`config.mk`:
```
export PLATFORM = sky130hd
export DESIGN_NAME = mem_arbiter_flat
export DESIGN_NICKNAME = d
export VERILOG_FILES = /design/src/rtl/mem_arbiter_if.sv /design/src/rtl/mem_arbiter.sv /design/src/flat_wrapper.sv
export SDC_FILE = /design/constraint.sdc
export NUM_CORES = 1
export LEC_CHECK = 0
export CAP_MARGIN = 20
export CORE_ASPECT_RATIO = 0.6
export CORE_MARGIN = 2
export CORE_UTILIZATION = 25
export DETAILED_ROUTE_END_ITERATION = 6
export HOLD_SLACK_MARGIN = 0.06
export PLACE_DENSITY = 0.82
export SYNTH_ARGS = -nofsm -noshare
export SYNTH_HDL_FRONTEND = slang
export SYNTH_SLANG_ARGS = --single-unit
```
`constraint.sdc`:
```
create_clock -name clk -period 1.2 [get_ports clk]
set_input_delay 0.12 -clock clk [delete_from_list [all_inputs] [get_ports clk]]
set_output_delay 0.12 -clock clk [all_outputs]
set_load 0.02 [all_outputs]
```
`src/rtl/mem_arbiter_if.sv`:
```
// Cache-to-RAM arbitration bus: per-cache request lanes, grants and the shared RAM port.
// master: the arbiter; slave: the caches plus the RAM that surround it.
interface mem_arbiter_if #(
  parameter int PORTS      = 2,
  parameter int DATA_WIDTH = 10,
  parameter int ADDR_WIDTH = 14
);
  logic [PORTS-1:0]            req_read;
  logic [PORTS-1:0]            req_write;
  logic [PORTS*ADDR_WIDTH-1:0] req_addr;
  logic [PORTS*DATA_WIDTH-1:0] req_wdata;
  logic [PORTS-1:0]            grant;
  logic [DATA_WIDTH-1:0]       rdata;
  logic [ADDR_WIDTH-1:0]       ram_addr;
  logic                        ram_read;
  logic                        ram_write;
  logic [DATA_WIDTH-1:0]       ram_data_in;
  logic [DATA_WIDTH-1:0]       ram_data_out;

  modport master (
    input  req_read, req_write, req_addr, req_wdata,
    input  ram_data_out,
    output grant, rdata,
    output ram_addr, ram_read, ram_write, ram_data_in
  );

  modport slave (
    output req_read, req_write, req_addr, req_wdata,
    output ram_data_out,
    input  grant, rdata,
    input  ram_addr, ram_read, ram_write, ram_data_in
  );
endinterface

```
`src/rtl/mem_arbiter.sv`:
```
// Round-robin shared-RAM arbiter; ownership is locked for a whole miss burst.
// Define MEM_ARB_STATS_EN to add the D_GRANTS / D_WAIT debug counters.
module mem_arbiter #(
  parameter int PORTS      = 2,
  parameter int DATA_WIDTH = 10,
  parameter int ADDR_WIDTH = 14,
  parameter int PORT_LEN   = $clog2(PORTS)
) (
  input  logic                clk,
  input  logic                rst_n,
  mem_arbiter_if.master       bus,
  output logic [PORT_LEN-1:0] D_OWNER,
  output logic [1:0]          D_STATE
`ifdef MEM_ARB_STATS_EN
  ,
  output logic [PORTS*16-1:0] D_GRANTS,
  output logic [15:0]         D_WAIT
`endif
);

  typedef enum logic [1:0] {
    IDLE = 2'd0,
    OWN  = 2'd1,
    TAIL = 2'd2
  } state_t;

  state_t              state;
  logic [PORT_LEN-1:0] owner;
  logic [PORT_LEN-1:0] rr_ptr;
  logic [PORT_LEN-1:0] pick;
  logic [PORT_LEN-1:0] nxt_ptr;
  logic [PORTS-1:0]    req;
  logic                any_req;
  logic                own_req;
  logic                active;
  logic                wr;

  assign req     = bus.req_read | bus.req_write;
  assign any_req = |req;
  assign own_req = req[owner];
  assign active  = (state != IDLE);

  assign nxt_ptr = (owner == PORT_LEN'(PORTS-1))
                 ? '0 : owner + 1'b1;

  // First requester at or above rr_ptr, wrapping; low offsets win.
  always_comb begin
    pick = rr_ptr;
    for (int k = PORTS-1; k >= 0; k--) begin
      if (req[(int'(rr_ptr) + k) % PORTS]) begin
        pick = PORT_LEN'((int'(rr_ptr) + k) % PORTS);
      end
    end
  end

  always_ff @(posedge clk or negedge rst_n) begin
    if (!rst_n) begin
      state     <= IDLE;
      owner     <= '0;
      rr_ptr    <= '0;
      bus.grant <= '0;
    end else begin
      unique case (state)
        IDLE: begin
          if (any_req) begin
            owner     <= pick;
            bus.grant <= PORTS'(1) << pick;
            state     <= OWN;
          end
        end
        OWN: begin
          if (!own_req) state <= TAIL;
        end
        TAIL: begin
          if (own_req) begin
            state <= OWN;
          end else begin
            state     <= IDLE;
            bus.grant <= '0;
            rr_ptr    <= nxt_ptr;
          end
        end
        default: begin
          state     <= IDLE;
          bus.grant <= '0;
        end
      endcase
    end
  end

  // Write has priority when the owner raises both strobes.
  assign wr = active & bus.req_write[owner];

  assign bus.ram_write = wr;
  assign bus.ram_read  = active & bus.req_read[owner] & ~wr;

  assign bus.ram_addr = active
    ? bus.req_addr[int'(owner)*ADDR_WIDTH +: ADDR_WIDTH]
    : '0;

  assign bus.ram_data_in = active
    ? bus.req_wdata[int'(owner)*DATA_WIDTH +: DATA_WIDTH]
    : '0;

  assign bus.rdata = bus.ram_data_out;
  assign D_OWNER   = owner;
  assign D_STATE   = state;

`ifdef MEM_ARB_STATS_EN
  logic [PORTS-1:0] own_mask;
  logic             waiting;

  assign own_mask = PORTS'(1) << owner;
  assign waiting  = active & (|(req & ~own_mask));

  always_ff @(posedge clk or negedge rst_n) begin
    if (!rst_n) begin
      D_GRANTS <= '0;
      D_WAIT   <= '0;
    end else begin
      if (state == IDLE && any_req &&
          D_GRANTS[int'(pick)*16 +: 16] != 16'hFFFF) begin
        D_GRANTS[int'(pick)*16 +: 16] <=
          D_GRANTS[int'(pick)*16 +: 16] + 16'd1;
      end
      if (waiting && D_WAIT != 16'hFFFF) begin
        D_WAIT <= D_WAIT + 16'd1;
      end
    end
  end
`endif

endmodule

```
`src/flat_wrapper.sv`:
```
// flat-port wrapper written by rule: the top's interface ports become plain ports
module mem_arbiter_flat 
#(
  parameter int PORTS      = 2,
  parameter int DATA_WIDTH = 10,
  parameter int ADDR_WIDTH = 14,
  parameter int PORT_LEN   = $clog2(PORTS)
)
  (clk, rst_n, D_OWNER, D_STATE, bus_req_read, bus_req_write, bus_req_addr, bus_req_wdata, bus_ram_data_out, bus_grant, bus_rdata, bus_ram_addr, bus_ram_read, bus_ram_write, bus_ram_data_in);
  mem_arbiter_if #(.PORTS(PORTS), .DATA_WIDTH(DATA_WIDTH), .ADDR_WIDTH(ADDR_WIDTH)) bus_i ();
  input  logic clk;
  input  logic rst_n;
  output logic [PORT_LEN-1:0] D_OWNER;
  output logic [1:0] D_STATE;
  input wire logic [$bits(bus_i.req_read)-1:0] bus_req_read;
  input wire logic [$bits(bus_i.req_write)-1:0] bus_req_write;
  input wire logic [$bits(bus_i.req_addr)-1:0] bus_req_addr;
  input wire logic [$bits(bus_i.req_wdata)-1:0] bus_req_wdata;
  input wire logic [$bits(bus_i.ram_data_out)-1:0] bus_ram_data_out;
  output wire logic [$bits(bus_i.grant)-1:0] bus_grant;
  output wire logic [$bits(bus_i.rdata)-1:0] bus_rdata;
  output wire logic [$bits(bus_i.ram_addr)-1:0] bus_ram_addr;
  output wire logic [$bits(bus_i.ram_read)-1:0] bus_ram_read;
  output wire logic [$bits(bus_i.ram_write)-1:0] bus_ram_write;
  output wire logic [$bits(bus_i.ram_data_in)-1:0] bus_ram_data_in;
  assign bus_i.req_read = bus_req_read;
  assign bus_i.req_write = bus_req_write;
  assign bus_i.req_addr = bus_req_addr;
  assign bus_i.req_wdata = bus_req_wdata;
  assign bus_i.ram_data_out = bus_ram_data_out;
  assign bus_grant = bus_i.grant;
  assign bus_rdata = bus_i.rdata;
  assign bus_ram_addr = bus_i.ram_addr;
  assign bus_ram_read = bus_i.ram_read;
  assign bus_ram_write = bus_i.ram_write;
  assign bus_ram_data_in = bus_i.ram_data_in;
  mem_arbiter #(.PORTS(PORTS), .DATA_WIDTH(DATA_WIDTH), .ADDR_WIDTH(ADDR_WIDTH), .PORT_LEN(PORT_LEN)) u_core (.clk(clk), .rst_n(rst_n), .bus(bus_i), .D_OWNER(D_OWNER), .D_STATE(D_STATE));
endmodule
```
== Yosys cells after proc, flatten, opt, wreduce, memory -nomap -nowiden ==
Cells that the tools add are included.

* Register bits after elaboration: 6
* Output and inout port bits: 41
* Logic and storage cells: 57
* Bits of input ports: 64

* Shift-type cells: 3
* Add/subtract/negate cells: 2
* Muxes and demuxes: 23
* Equal/unequal tests: 5
* Magnitude comparators: 3
* $mul: 2
* Reduce and logical (&&, ||, !) cells: 7
* Bitwise logic cells: 8

{| class="wikitable"
|+ Operator list
! cell !! count
|-
| $shiftx A20 B32 Y10 || 1
|-
| $shiftx A28 B32 Y14 || 1
|-
| $mux W1 || 15
|-
| $mux W14 || 1
|-
| $pmux W2 S3 || 2
|-
| $mux W10 || 1
|-
| $mul A1 B3 Y4 const B || 2
|-
| $mux W2 || 4
|-
| $reduce_and A2 Y1 || 3
|-
| $lt A1 B2 Y1 const B || 2
|-
| $ne A2 B2 Y1 const B || 2
|-
| $and A1 B1 Y1 || 3
|-
| $lt A2 B3 Y1 const B || 1
|-
| $not A1 Y1 || 3
|-
| $reduce_and A3 Y1 || 1
|-
| $add A1 B1 Y1 const B || 2
|-
| $eq A2 B1 Y1 const B || 1
|-
| $eq A2 B2 Y1 const B || 1
|-
| $logic_not A2 Y1 || 1
|-
| $ne A2 B1 Y1 const B || 1
|-
| $or A2 B2 Y2 || 1
|-
| $reduce_bool A2 Y1 || 1
|-
| $reduce_or A2 Y1 || 1
|-
| $shl A1 B1 Y2 const A || 1
|-
| $and A1 B1 Y1 const A || 1
|}

== Logic depth before layout (Yosys ltp) ==
Gate-level depths: netlist (run 1).

* Depth after elaboration: 10
* Mapped depth: 4

== Worst setup path before layout (run 1) ==
Ideal clock, no wire load.

* Path kind: register to output
* Start: reg u_core.owner (netlist: u_core.D_OWNER)
* End: out bus_ram_addr[0]
* Cell stages (with the launch flop): 5
* Required time: 1,080 ps
* Arrival time: 1,300 ps
* Slack: -220 ps
* Cell sequence: dfrtp_1 > buf_4 > buf_4 > mux2i_1 > nor2_1

* Word-level cells in the longest chain between the ends: 3

{| class="wikitable"
|+ Ends and longest elaborated chain
! item !! line !! text
|-
| from (decl) || mem_arbiter.sv:28 || <nowiki>logic [PORT_LEN-1:0] owner;</nowiki>
|-
| from (signal assigned) || mem_arbiter.sv:66 || <nowiki>owner <= pick;</nowiki>
|-
| $mul A1 B3 Y4 || mem_arbiter.sv:98 || <nowiki>? bus.req_addr[int'(owner)*ADDR_WIDTH +: ADDR_WIDTH]</nowiki>
|-
| $shiftx A28 B32 Y14 || mem_arbiter.sv:98 ||
|-
| $mux W14 || mem_arbiter.sv:98 ||
|-
| to (decl) || flat_wrapper.sv:22 || <nowiki>output wire logic [$bits(bus_i.ram_addr)-1:0] bus_ram_addr;</nowiki>
|}

No other way between the ends.

== Final worst setup path (run 1) ==
* Start: reg u_core.owner (netlist: u_core.D_OWNER)
* End: out bus_ram_data_in[2]

* Word-level cells in the longest chain between the ends: 3

{| class="wikitable"
|+ Ends and longest elaborated chain
! item !! line !! text
|-
| $mul A1 B3 Y4 || mem_arbiter.sv:102 || <nowiki>? bus.req_wdata[int'(owner)*DATA_WIDTH +: DATA_WIDTH]</nowiki>
|-
| $shiftx A20 B32 Y10 || mem_arbiter.sv:102 ||
|-
| $mux W10 || mem_arbiter.sv:102 ||
|-
| to (decl) || flat_wrapper.sv:25 || <nowiki>output wire logic [$bits(bus_i.ram_data_in)-1:0] bus_ram_data_in;</nowiki>
|}

No other way between the ends.

==> results of run 1 <==
==> cell type report <==
| type | count | area (sq um) | share of cell area, % |
|---|---|---|---|
| tap | 42 | 52.6 | 2.67 |
| clock buffer | 3 | 41.3 | 2.10 |
| timing repair buffer | 107 | 1090 | 55.3 |
| inverter | 3 | 11.3 | 0.572 |
| sequential | 6 | 153 | 7.75 |
| multi-input combinational | 74 | 622 | 31.6 |
==> power by group <==
group / leakage, nW / total, mW / switching (mW) / internal (mW)
logic: 0.811 / 4.16 / 1.96 / 2.19
clock network: 0.0216 / 0.309 / 0.0927 / 0.216
registers: 0.0686 / 0.385 / 0.0842 / 0.300
total: 0.901 / 4.85 / 2.14 / 2.71
==> placed cells by master, fill, tap and decap left out <==
cell	synthesis	final
a2111oi_0	1	1
buf_12	0	4
o22a_1	1	1
clkdlybuf4s15_2	0	2
o21ai_2	0	1
nand2_2	0	1
mux2i_2	0	6
clkbuf_8	1	3
and3b_2	1	1
clkdlybuf4s50_1	0	51
a21oi_1	1	1
mux2_4	1	1
a211o_4	0	1
o22ai_1	2	1
nor2_4	0	1
nand2_1	2	1
dfrtp_2	0	2
a32oi_1	1	1
nor2_2	2	23
mux2i_1	26	20
xnor2_1	1	1
inv_1	3	3
clkbuf_16	0	2
nor2_1	29	7
o31ai_1	1	1
nand3b_1	1	1
buf_6	1	21
buf_2	3	7
o22ai_2	0	1
dfrtp_1	6	4
buf_4	12	16
a21o_1	1	1
dlygate4sd2_1	0	4
o2bb2ai_2	0	1
==> worst paths after layout <==
kind                       slack, ps  depth (start not counted)             endpoint
max                             -330                          6   bus_ram_data_in[2]
max reg2reg                     -230                          5  u_core.bus.grant[1]
min in group clk                 240                          0         bus_rdata[1]
max in group asynchronous        830                          1       u_core.D_OWNER
min reg2reg                      500                          1  u_core.bus.grant[0]
min                              140                          1  u_core.bus.grant[0]
==> metrics by stage <==
step                cell area [sq um]  setup slack [ps]  utilization, %  hold WS, ps
CTS                              1760              -332            59.2          143
detailed placement               1740              -416            58.7          240
global route                     1970              -406            66.4          158
global placement                 1740              -378            58.7          240
finish                           1970              -331            66.4          136
floorplan                         888             -31.2               -         -176
==> cells by family after synthesis <==
| group | after synthesis | share of synthesized area [%] |
|---|---|---|
| buf+inv | 20 | 17.6 |
| simple gates | 35 | 18.2 |
| compound gates | 11 | 10.3 |
| mux | 27 | 34.2 |
| xor+xnor | 1 | 1.09 |
| flops | 6 | 18.7 |
==> critical path: stages (launching register included) <==
cell     delay (ps)
dfrtp_2         410
buf_12          150
buf_12          130
buf_4           130
mux2i_1         120
nor2_2          120
buf_6           120
==> metal layers <==
metal,track usage (%),vias to the layer above
met4,8.57,0
met2,35.5,30
met1,17.7,479
met5,0,-
li1,-,523
met3,6.04,6
==> sequential cells by signal (all words and copies together), names as in the netlist <==
signal            flops
u_core.bus.grant      2
u_core.rr_ptr         1
u_core.D_OWNER        1
u_core.D_STATE        2
==> timing repair <==
action / in CTS / in global routing
pin swaps: 5 / 13
buffers inserted: 2 / 10
endpoints found under the setup margin: 37 / 34
gates resized for setup: 130 / 43
gates cloned: 0 / 2
==> out/metrics.yaml, run 1 <==
diodes: 0
dp_hpwl_microns: 2890
syn_nets: 164
power_density_nw_per_um2: 2460
ios: 105
root_buffer: "clkbuf_8"
skew_ps: 0.872
rsz0062_at_grt: "true"
io_buffers: 84
cp.required_ps: 1080
slew_headroom_pct: 70.5
hold_path.class: "in -> async"
grt_usage_pct: 17.7
yosys_warnings: 0
yosysSeqAreaShare_pct: 18.7
die_height_microns: 47.9
post_drt_via_cell_ratio: 4.42
grt_pass1_wl_microns: 5020
ys_ff_latch: 6
clock_path_buffers: 2
ctsHoldBuffers: 0
grt_pass1_vias: 1021
routed_wl_microns: 3700
met3_length_microns: 170
core.rowCount: 15
synthToLayoutAreaGrowth_pct: 145
fin_crit_ps: 1530
clock_sink_count: 6
ir_worst_vdd_uv: 1050
drc: 0
worstMarginPinSlew_ps: 431
avgSynthCellArea_sq_um: 8.05
synthTopCellsByArea: "mux2i_1 32%, dfrtp_1 19%, nor2_1 14%"
synth_top_area_cell: "mux2i_1"
setup_tns_ps: -7110
status: "finished with violations"
syn_area_sq_um: 805
cts_buffers: 3
fillers: 244
finalCritPeriodShare_pct: 128
synth_top_area_share_pct: 32.3
yosys.cell_types.count: 24
detail_route.wl_per_cell_microns: 15.8
drtIter0Drc: 15
ant_nets: 0
fmax_mhz: 653
drv_slew: 0
ys_async_sr_fraction_pct: 100
ys_top_cells_by_count: "29 x nor2_1, 26 x mux2i_1, 12 x buf_4, 6 x dfrtp_1"
fin_ws_ps: -331
synthCells: 100
crit_path_max_fanout: 6
worstSkewPairLatency_ps: 230
grt_max_degree: 27
gp_congestion: 0.805
die_w_microns: 77.2
cp-start-kind: "flip-flop"
drt-met1-wl_microns: 1310
die-area_sq_um: 3700
vias: 1038
fin_cells: 235
synth_edf_count: 0
floorplan.initialDensity_pct: 27.1
cts_tree: "yes"
crit_path_end_kind: "primary output"
dp_cells: 219
yosysMostFrequentCell: "nor2_1"
synth-main-ff-cell: "dfrtp_1"
final_layout_size_suffix_gt1_share_pct: 48.7
clk_pin_slew_worst_paths_ps: 40
violations: "setup timing"
wl_met2_microns: 2190
cap_violations: 0
cp-startpoint: "u_core.D_OWNER"
crit_arrival_ps: 1410
finalSetupViolations: 31
path_class: "reg -> out"
r2r-start: "u_core.D_OWNER"
core_sq_um: 2970
power_mw: 4.85
h-tree-depth: 1
drtPass1Iterations: 4
nets: 259
gr-total-overflow: 0
hold_viol: 0
highest_layer: "met4"
power.leakage_nw: 0.901
grt_antenna_before_repair: 0
Power figures use the tool's default switching activity.
==> run 2: changes to the inputs <==
Settings changed: SLEW_MARGIN set to 40.
==> results of run 2 <==
Same layout as run 1: the final DEF is identical, and so are final timing and power.
